--- config.mk ---
export PLATFORM = sky130hd
export DESIGN_NAME = mem_data_dumper
export DESIGN_NICKNAME = d
export VERILOG_FILES = /design/src/rtl/mem_data_dumper.sv
export SDC_FILE = /design/constraint.sdc
export NUM_CORES = 1
export LEC_CHECK = 0
export CAP_MARGIN = 20
export CELL_PAD_IN_SITES_DETAIL_PLACEMENT = 0
export CELL_PAD_IN_SITES_GLOBAL_PLACEMENT = 1
export CORE_MARGIN = 4
export CORE_UTILIZATION = 31
export CTS_CLUSTER_SIZE = 40
export DETAILED_ROUTE_END_ITERATION = 8
export HOLD_SLACK_MARGIN = 0.15
export PLACE_DENSITY = 0.79
export SYNTH_ARGS = -nofsm -noshare
export SYNTH_HDL_FRONTEND = slang
export SYNTH_SLANG_ARGS = --single-unit
--- constraint.sdc ---
create_clock -name i_clk -period 1.8 [get_ports i_clk]
set_input_delay 0.18 -clock i_clk [delete_from_list [all_inputs] [get_ports i_clk]]
set_output_delay 0.18 -clock i_clk [all_outputs]
set_load 0.05 [all_outputs]
--- src/rtl/mem_data_dumper.sv ---
// Streams data memory words 0..DUMP_DEPTH-1 to the UART TX, high byte first, one start/done handshake per byte.
// Define DUMP_CHECKSUM_EN to append one trailing byte: the XOR of every byte sent in the dump.
module mem_data_dumper #(
  parameter int RAM_WIDTH    = 16,
  parameter int ADDR_WIDTH   = 11,
  parameter int DUMP_DEPTH   = 1024,
  parameter int READ_LATENCY = 1
) (
  input  logic                  i_clk,
  input  logic                  i_reset,
  input  logic                  i_start,
  input  logic [RAM_WIDTH-1:0]  i_mem_data,
  output logic [ADDR_WIDTH-1:0] o_mem_addr,
  output logic [7:0]            o_tx_data,
  output logic                  o_tx_start,
  input  logic                  i_tx_done,
  output logic                  o_busy,
  output logic                  o_done
);

  localparam int WAIT_W = (READ_LATENCY > 1) ? $clog2(READ_LATENCY) : 1;
  localparam logic [WAIT_W-1:0]     WAIT_LAST = WAIT_W'(READ_LATENCY - 1);
  localparam logic [ADDR_WIDTH-1:0] LAST_ADDR = ADDR_WIDTH'(DUMP_DEPTH - 1);

  typedef enum logic [3:0] {
    S_IDLE,
    S_ADDR,
    S_LATCH,
    S_SEND_HI,
    S_WAIT_HI,
    S_SEND_LO,
    S_WAIT_LO,
    S_NEXT,
`ifdef DUMP_CHECKSUM_EN
    S_SEND_CK,
    S_WAIT_CK,
`endif
    S_DONE
  } state_t;

  state_t                  state_q, state_d;
  logic [ADDR_WIDTH-1:0]   addr_q, addr_d;
  logic [WAIT_W-1:0]       wait_q, wait_d;
  logic [RAM_WIDTH-1:0]    word_q, word_d;
  logic [7:0]              hi_byte, lo_byte;

  assign hi_byte    = word_q[RAM_WIDTH-1 -: 8];
  assign lo_byte    = word_q[7:0];
  assign o_mem_addr = addr_q;

`ifdef DUMP_CHECKSUM_EN
  logic [7:0] ck_q, ck_d;

  always_comb begin
    ck_d = ck_q;
    if (state_q == S_IDLE && i_start) begin
      ck_d = '0;
    end else if (state_q == S_SEND_HI) begin
      ck_d = ck_q ^ hi_byte;
    end else if (state_q == S_SEND_LO) begin
      ck_d = ck_q ^ lo_byte;
    end
  end

  always_ff @(posedge i_clk) begin
    if (i_reset) begin
      ck_q <= '0;
    end else begin
      ck_q <= ck_d;
    end
  end
`endif

  always_ff @(posedge i_clk) begin
    if (i_reset) begin
      state_q <= S_IDLE;
      addr_q  <= '0;
      wait_q  <= '0;
      word_q  <= '0;
    end else begin
      state_q <= state_d;
      addr_q  <= addr_d;
      wait_q  <= wait_d;
      word_q  <= word_d;
    end
  end

  always_comb begin
    state_d    = state_q;
    addr_d     = addr_q;
    wait_d     = wait_q;
    word_d     = word_q;
    o_tx_data  = '0;
    o_tx_start = 1'b0;
    o_done     = 1'b0;
    o_busy     = 1'b1;
    case (state_q)
      S_IDLE: begin
        o_busy = 1'b0;
        if (i_start) begin
          addr_d  = '0;
          wait_d  = '0;
          state_d = S_ADDR;
        end
      end
      // The address is already stable here; stay until the memory pipeline delivers it.
      S_ADDR: begin
        if (wait_q == WAIT_LAST) begin
          wait_d  = '0;
          state_d = S_LATCH;
        end else begin
          wait_d = wait_q + WAIT_W'(1);
        end
      end
      S_LATCH: begin
        word_d  = i_mem_data;
        state_d = S_SEND_HI;
      end
      S_SEND_HI: begin
        o_tx_data  = hi_byte;
        o_tx_start = 1'b1;
        state_d    = S_WAIT_HI;
      end
      S_WAIT_HI: begin
        o_tx_data = hi_byte;
        if (i_tx_done) begin
          state_d = S_SEND_LO;
        end
      end
      S_SEND_LO: begin
        o_tx_data  = lo_byte;
        o_tx_start = 1'b1;
        state_d    = S_WAIT_LO;
      end
      S_WAIT_LO: begin
        o_tx_data = lo_byte;
        if (i_tx_done) begin
          state_d = S_NEXT;
        end
      end
      S_NEXT: begin
        if (addr_q == LAST_ADDR) begin
`ifdef DUMP_CHECKSUM_EN
          state_d = S_SEND_CK;
`else
          state_d = S_DONE;
`endif
        end else begin
          addr_d  = addr_q + ADDR_WIDTH'(1);
          state_d = S_ADDR;
        end
      end
`ifdef DUMP_CHECKSUM_EN
      S_SEND_CK: begin
        o_tx_data  = ck_q;
        o_tx_start = 1'b1;
        state_d    = S_WAIT_CK;
      end
      S_WAIT_CK: begin
        o_tx_data = ck_q;
        if (i_tx_done) begin
          state_d = S_DONE;
        end
      end
`endif
      S_DONE: begin
        o_busy  = 1'b0;
        o_done  = 1'b1;
        state_d = S_IDLE;
      end
      default: state_d = S_IDLE;
    endcase
  end

endmodule
==> out/metrics.cfg, run 1 <==
[status]
status=complete, no violations

[die]
die_h_um=78.7
core-area_mm2=0.00479
fp-row-count=25
io_pins=42
die_area_mm2=0.00620
start_util_pct=32.4
die_width_um=78.7

[clock_network]
cts_num_sinks=31
cts_tree=done
clkLatencyLatePin_ns=0.28
htree_levels=2
clock-root-buffer=clkbuf_8
clkTransAtPathRegs_ns=0.06
cts_buffers=5
clock_path_buffers=2

[synth]
synth_top_cell_area_share_pct=40.0
syn_nets=216
netlist_top_cells_area=dfxtp_1 (40%), nand2_1 (9.4%), a21oi_1 (8.4%)
synth_largest_area_cell=dfxtp_1
syn-instance-count=195
async_flop_share_pct=0
synth_ff_type=dfxtp_1
ys_seq_area_share_pct=40.0
yosysMostFrequentCell=nand2_1
avgSynthCellArea_um2=7.95
synthesis.area_mm2=0.00155
synth.distinct_cells=40
ys_ff_latch=31
yosysWarnings=0
synth-edff-count=0
synthTopCellsByCount=nand2_1 (39), dfxtp_1 (31), a21oi_1 (26)

[layout]
diodes=0
n_fill_cell=445
drive_gt1_share_pct=38.5
postLayoutCoreUtil_pct=56.3
layout.nets=290
multi_input_area_mm2=0.00109
layout.area.seq_um2=641
area_delta_synth_final_pct=73.9

[critical_path]
cp.arrival_ns=2.00
path_buf_inv=1
startpoint_type=input pin
path_class=in2reg
cp_top_family=simple AND/OR/NAND/NOR gates
required_ns=2.01
crit_chain=clkdlybuf4s50_1 -> or4b_4 -> a21o_4 -> or4_4 -> a21oi_2
cpPeakStageDelay_ns=0.49
slowest_stage=or4b_4
end_kind=flip-flop
reg2reg_setup_slack_ns=0.01
crit_fanout=6

[pwr]
ir_worst_vdd_uv=413
p_per_area_mw_per_mm2=696
leakage_uw=0.000934

[global_routing]
grt_pass1_wl_um=7190
grt-ovfl-total=0
grt_usage_pct=14.4
grt_max_degree=18
antenna_found_initial=0
first_global_vias=1606

[routing]
antenna_left=0
first_pass_iters=4
wl_per_cell_um=13.6
drt_iter0_markers=76
vias=1689
post_drt_via_cell_ratio=5.01
drc_errors=0
wl_um=4570

[timing]
relSlewSlack_pct=66.8
hold_slack_ns=0.442
skew_ns=0.0121
tightest_slew_ns=0.497
finalSetupViolations=0
period_share_pct=99.3
hold_viol=0
period_minus_slack_ns=1.79
drv_slew=0
maxClockFrequency_mhz=560
grt_setup_unrepaired=true

[place]
gp_congestion=0.843
dpl.hpwl_um=2960
portBuffers=41

[job]
drv_cap=0

[min_path]
hp-class=in2reg

==> cell usage in the layout, fill, tap and decap left out, drive strengths merged, types with 2 or more instances in the layout <==
master and n:
buf 47, nand2 39, dfxtp 31, clkdlybuf4s50 30
a21oi 26, nor2 15, clkbuf 8, a22oi 6
o31ai 6, or4 6, mux2i 5, nand2b 4
nor4 4, xor2 3, or4b 3, nor2b 3
nand3 3, a21o 3, inv 2, a22o 2
nand3b 2, nand4 2, o21ai 2, nor3 2
or3 2
==> final cells by class <==
type / count / area share, %
Clock buffer: 8 / 2.97
Inverter: 2 / 0.278
Tap cell: 67 / 3.11
Timing Repair Buffer: 77 / 29.6
Sequential cell: 31 / 23.8
Multi-Input combinational cell: 152 / 40.3
==> layer usage <==
| metal | part of all wire (%) | GRT usage [%] | wire length [um] |
|---|---|---|---|
| met1 | 45 | 17.3 | 2050 |
| met2 | 49 | 24.0 | 2220 |
| met3 | 4.9 | 3.85 | 222 |
| met4 | 1.7 | 6.47 | 78 |
| met5 | 0 | 0 | 0 |
==> where the power goes <==
| group | switching (uW) | leakage, uW | internal [uW] |
|---|---|---|---|
| clock network | 250 | 0.0000395 | 274 |
| registers | 30.7 | 0.000258 | 728 |
| logic | 295 | 0.000637 | 297 |
==> worst reg2reg max path, delay by kind of cell (launching register included) <==
kind               cells  cell delay (ns)
AOI/OAI and AO/OA      2             0.37
DFF                    1             0.32
and+or+nand+nor        2             1.03
==> path summary, 6_finish.rpt <==
| check | start | end | cells after the start |
|---|---|---|---|
| setup / recovery | i_start | o_mem_addr[3] | 5 |
| hold / removal | i_mem_data[13] | word_q[13] | 3 |
| setup reg to reg | state_q[1] | o_mem_addr[3] | 4 |
| hold reg to reg | o_mem_addr[10] | o_mem_addr[10] | 1 |
==> per-stage QoR <==
| step | instance area, um^2 | worst slack (ns) | power (uW) | TNS [ns] | std cells |
|---|---|---|---|---|---|
| finish | 2700 | 0.0128 | 1880 | 0 | 337 |
| global route | 2700 | -0.0248 | 1970 | -0.114 | 337 |
| CTS | 2520 | -0.0115 | 1800 | -0.0204 | 328 |
| detailed placement | 2320 | -0.348 | 1220 | -2.89 | 313 |
| global placement | 2320 | -0.309 | 1210 | -2.51 | 313 |
| floorplan | 1610 | -0.0832 | 1020 | -0.0832 | 195 |
==> what timing repair did <==
| action | in CTS | in global routing |
|---|---|---|
| gates resized for setup | 18 | 22 |
| setup buffers | 7 | 7 |
| cloned | 0 | 2 |
| setup endpoints to repair | 12 | 16 |
| hold buffers | 0 | 0 |
| pin swaps | 4 | 10 |
==> sequential cells by signal, indices dropped and copies added (netlist names) <==
| name | count |
|---|---|
| word_q | 16 |
| o_mem_addr | 11 |
| state_q | 4 |
==> cells by family after synthesis <==
family / count (synthesis) / share of synthesized area (%)
xor gates and xnor gates: 3 / 1.70
AOI/OAI and AO/OA: 51 / 20.6
DFF: 31 / 40.0
buffers and inverters: 13 / 3.47
and+or+nand+nor: 91 / 30.2
muxes: 5 / 3.23
adders and majority gates: 1 / 0.807
No activity file was read; power rests on OpenSTA's default activity.
==> inputs of run 2 (changes only) <==
--- a/config.mk
+++ b/config.mk
@@ -11,3 +11,4 @@
 export CORE_MARGIN = 4
-export CORE_UTILIZATION = 31
+export CORE_UTILIZATION = 34
+export CTS_CLUSTER_DIAMETER = 120
 export CTS_CLUSTER_SIZE = 40
@@ -15,3 +16,3 @@
 export HOLD_SLACK_MARGIN = 0.15
-export PLACE_DENSITY = 0.79
+export PLACE_DENSITY = 0.82
 export SYNTH_ARGS = -nofsm -noshare
==> constraint.sdc (replaced) <==
create_clock -name i_clk -period 2 [get_ports i_clk]
set_input_delay 0.2 -clock i_clk [delete_from_list [all_inputs] [get_ports i_clk]]
set_output_delay 0.2 -clock i_clk [all_outputs]
set_load 0.1 [all_outputs]
==> run 2 against run 1 <==
First-iteration DRC count down 26%. Count of clock-buffer cells in the layout down 3. Critical path depth up 1. Combinational power fell by 20%. Non-clock buffer count is 18 lower. Register-to-register slack improved by 0.11 ns. Clock power is 6.5% lower. Final cell count shrank 10%. Die area down 7.9%. Power fell by 12%. Via count decreased by 7.0%. Clock skew is 0.0035 ns lower. Critical path type is now reg2out. Highest routed layer unchanged.
==> out/metrics.cfg, run 2 (same netlist as run 1, synthesis figures left out) <==
[die]
die_width_um=75.5
io_pins=42
start_util_pct=35.4
core-area_mm2=0.00438
die_area_mm2=0.00570
die_h_um=75.5
fp-row-count=24

[layout]
largest_reg_flops=16
layoutNonFillerInstCount=303
n_fill_cell=419
fin_area_mm2=0.00242
drive_gt1_share_pct=32.7
layout_commonest_cell=nand2_1
area_delta_synth_final_pct=56.4
layout_common_cells=nand2_1 (39), buf_4 (27), a21oi_1 (26), dfxtp_1 (20), clkdlybuf4s50_1 (19)
diodes=0
layout.nets=271
regMostFlops=word_q

[pwr]
seq_power_share_pct=41.2
pwr-share-clk_pct=29.8
p_sw_uw=545
intPower_uw=1100
p_comb_share_pct=28.9
leakage_uw=0.000848
ir_worst_vdd_uv=315
p_per_area_mw_per_mm2=679
switching_share_pct=33.1

[critical_path]
cpPeakStageDelay_ns=0.31
crit_end=o_tx_data[2]
required_ns=1.80
end_kind=output port
cp.arrival_ns=1.70
r2r_end=o_mem_addr[3]
slowest_stage=dfxtp_1
crit_chain=buf_4 -> nand2b_4 -> o22ai_4 -> a22oi_2 -> nor2_4 -> buf_12
crit_fanout=14
startpoint_type=flip-flop
path_buf_inv=2
crit_start=state_q[1]
reg2reg_setup_slack_ns=0.12
r2r-start=state_q[2]
path_class=reg2out
cp_top_family=compound AO/OA/AOI/OAI gates
cp.depth=6
r2r_cells=4

[clock_network]
cts_buffers=5
clock-root-buffer=clkbuf_8
clkLatencyLatePin_ns=0.28
cts_tree=done
clkTransAtPathRegs_ns=0.07
post_cts_hold_buffer_count=0
cts_num_sinks=31
htree_levels=2
clock_path_buffers=2

[timing]
grt_setup_unrepaired=false
period_minus_slack_ns=1.90
skew_ns=0.00858
maxClockFrequency_mhz=527
relSlewSlack_pct=71.0
hold_viol=0
period_share_pct=94.9
hold_slack_ns=0.456
fin_setup_tns_ns=0
finalSetupViolations=0
tightest_slew_ns=0.433
drv_slew=0

[place]
gp_congestion=0.835
placed_cells=291
dpl.hpwl_um=2850
place_area_mm2=0.00225
portBuffers=41

[status]
status=complete, no violations

[routing]
drt_iter0_markers=56
first_pass_iters=4
wl_per_cell_um=13.2
antenna_left=0
wl_um=3990
post_drt_via_cell_ratio=5.18
drc_errors=0
vias=1570

[job]
drv_cap=0

[global_routing]
antenna_found_initial=0
grt_usage_pct=15.0
grt_max_degree=23
grt_pass1_wl_um=6480
first_global_vias=1477
grt-ovfl-total=0

[min_path]
hp-class=reg2reg

-- run 2: per-stage QoR --
| step | worst slack [ns] | power, uW | utilization [%] |
|---|---|---|---|
| after floorplan | -0.192 | 958 | - |
| after global placement | -0.151 | 1130 | 51.4 |
| after detailed placement | -0.171 | 1130 | 51.4 |
| after CTS | 0.00301 | 1630 | 53.5 |
| after global routing | 0.00906 | 1740 | 55.3 |
| final | 0.102 | 1650 | 55.3 |
-- run 2: layer usage --
| layer | wire (um) | track usage, % |
|---|---|---|
| met3 | 256 | 5.67 |
| met1 | 1840 | 18.5 |
| met5 | 0 | 0 |
| met2 | 1850 | 23.9 |
| met4 | 57 | 5.24 |
-- run 2: worst min path at each step --
| stage | startpoint | end | slack (ns) | cells after the start |
|---|---|---|---|---|
| floorplan | i_mem_data[10] | word_q[10] | 0.34 | 2 |
| global placement | o_mem_addr[10] | o_mem_addr[10] | 0.44 | 1 |
| detailed placement | o_mem_addr[10] | o_mem_addr[10] | 0.44 | 1 |
| CTS | i_mem_data[9] | word_q[9] | 0.44 | 3 |
| global route | i_mem_data[9] | word_q[9] | 0.46 | 3 |
| finish | o_mem_addr[10] | o_mem_addr[10] | 0.46 | 1 |
-- run 2: power groups by stage --
| stage | registers, uW | logic (uW) | clock network, uW |
|---|---|---|---|
| floorplan | 690 | 268 | 0 |
| global placement | 688 | 441 | 0 |
| detailed placement | 690 | 442 | 0 |
| CTS | 675 | 446 | 512 |
| global route | 683 | 517 | 536 |
| finish | 679 | 477 | 491 |
-- run 2: area by class of cell --
class	instances	area, um^2	area share [%]
well taps	52	65.1	2.68
flip-flops and latches	31	639	26.4
inverters	2	7.51	0.310
clock buffers	5	68.8	2.84
repair buffers	59	636	26.2
clock inverters	3	17.5	0.722
multi-input cells	151	991	40.9
-- run 2: timing repair --
| item | 4_1_cts | 5_1_grt |
|---|---|---|
| hold endpoints to repair | 0 | 0 |
| buffers inserted | 0 | 4 |
| pin swaps | 0 | 2 |
| setup endpoints to repair | 5 | 5 |
| gates resized for setup | 1 | 11 |
==> inputs of run 3 (changes only) <==
- SKIP_LAST_GASP: default -> 1
==> results of run 3 <==
The final DEF is identical to that of run 2; final timing and power are the same.
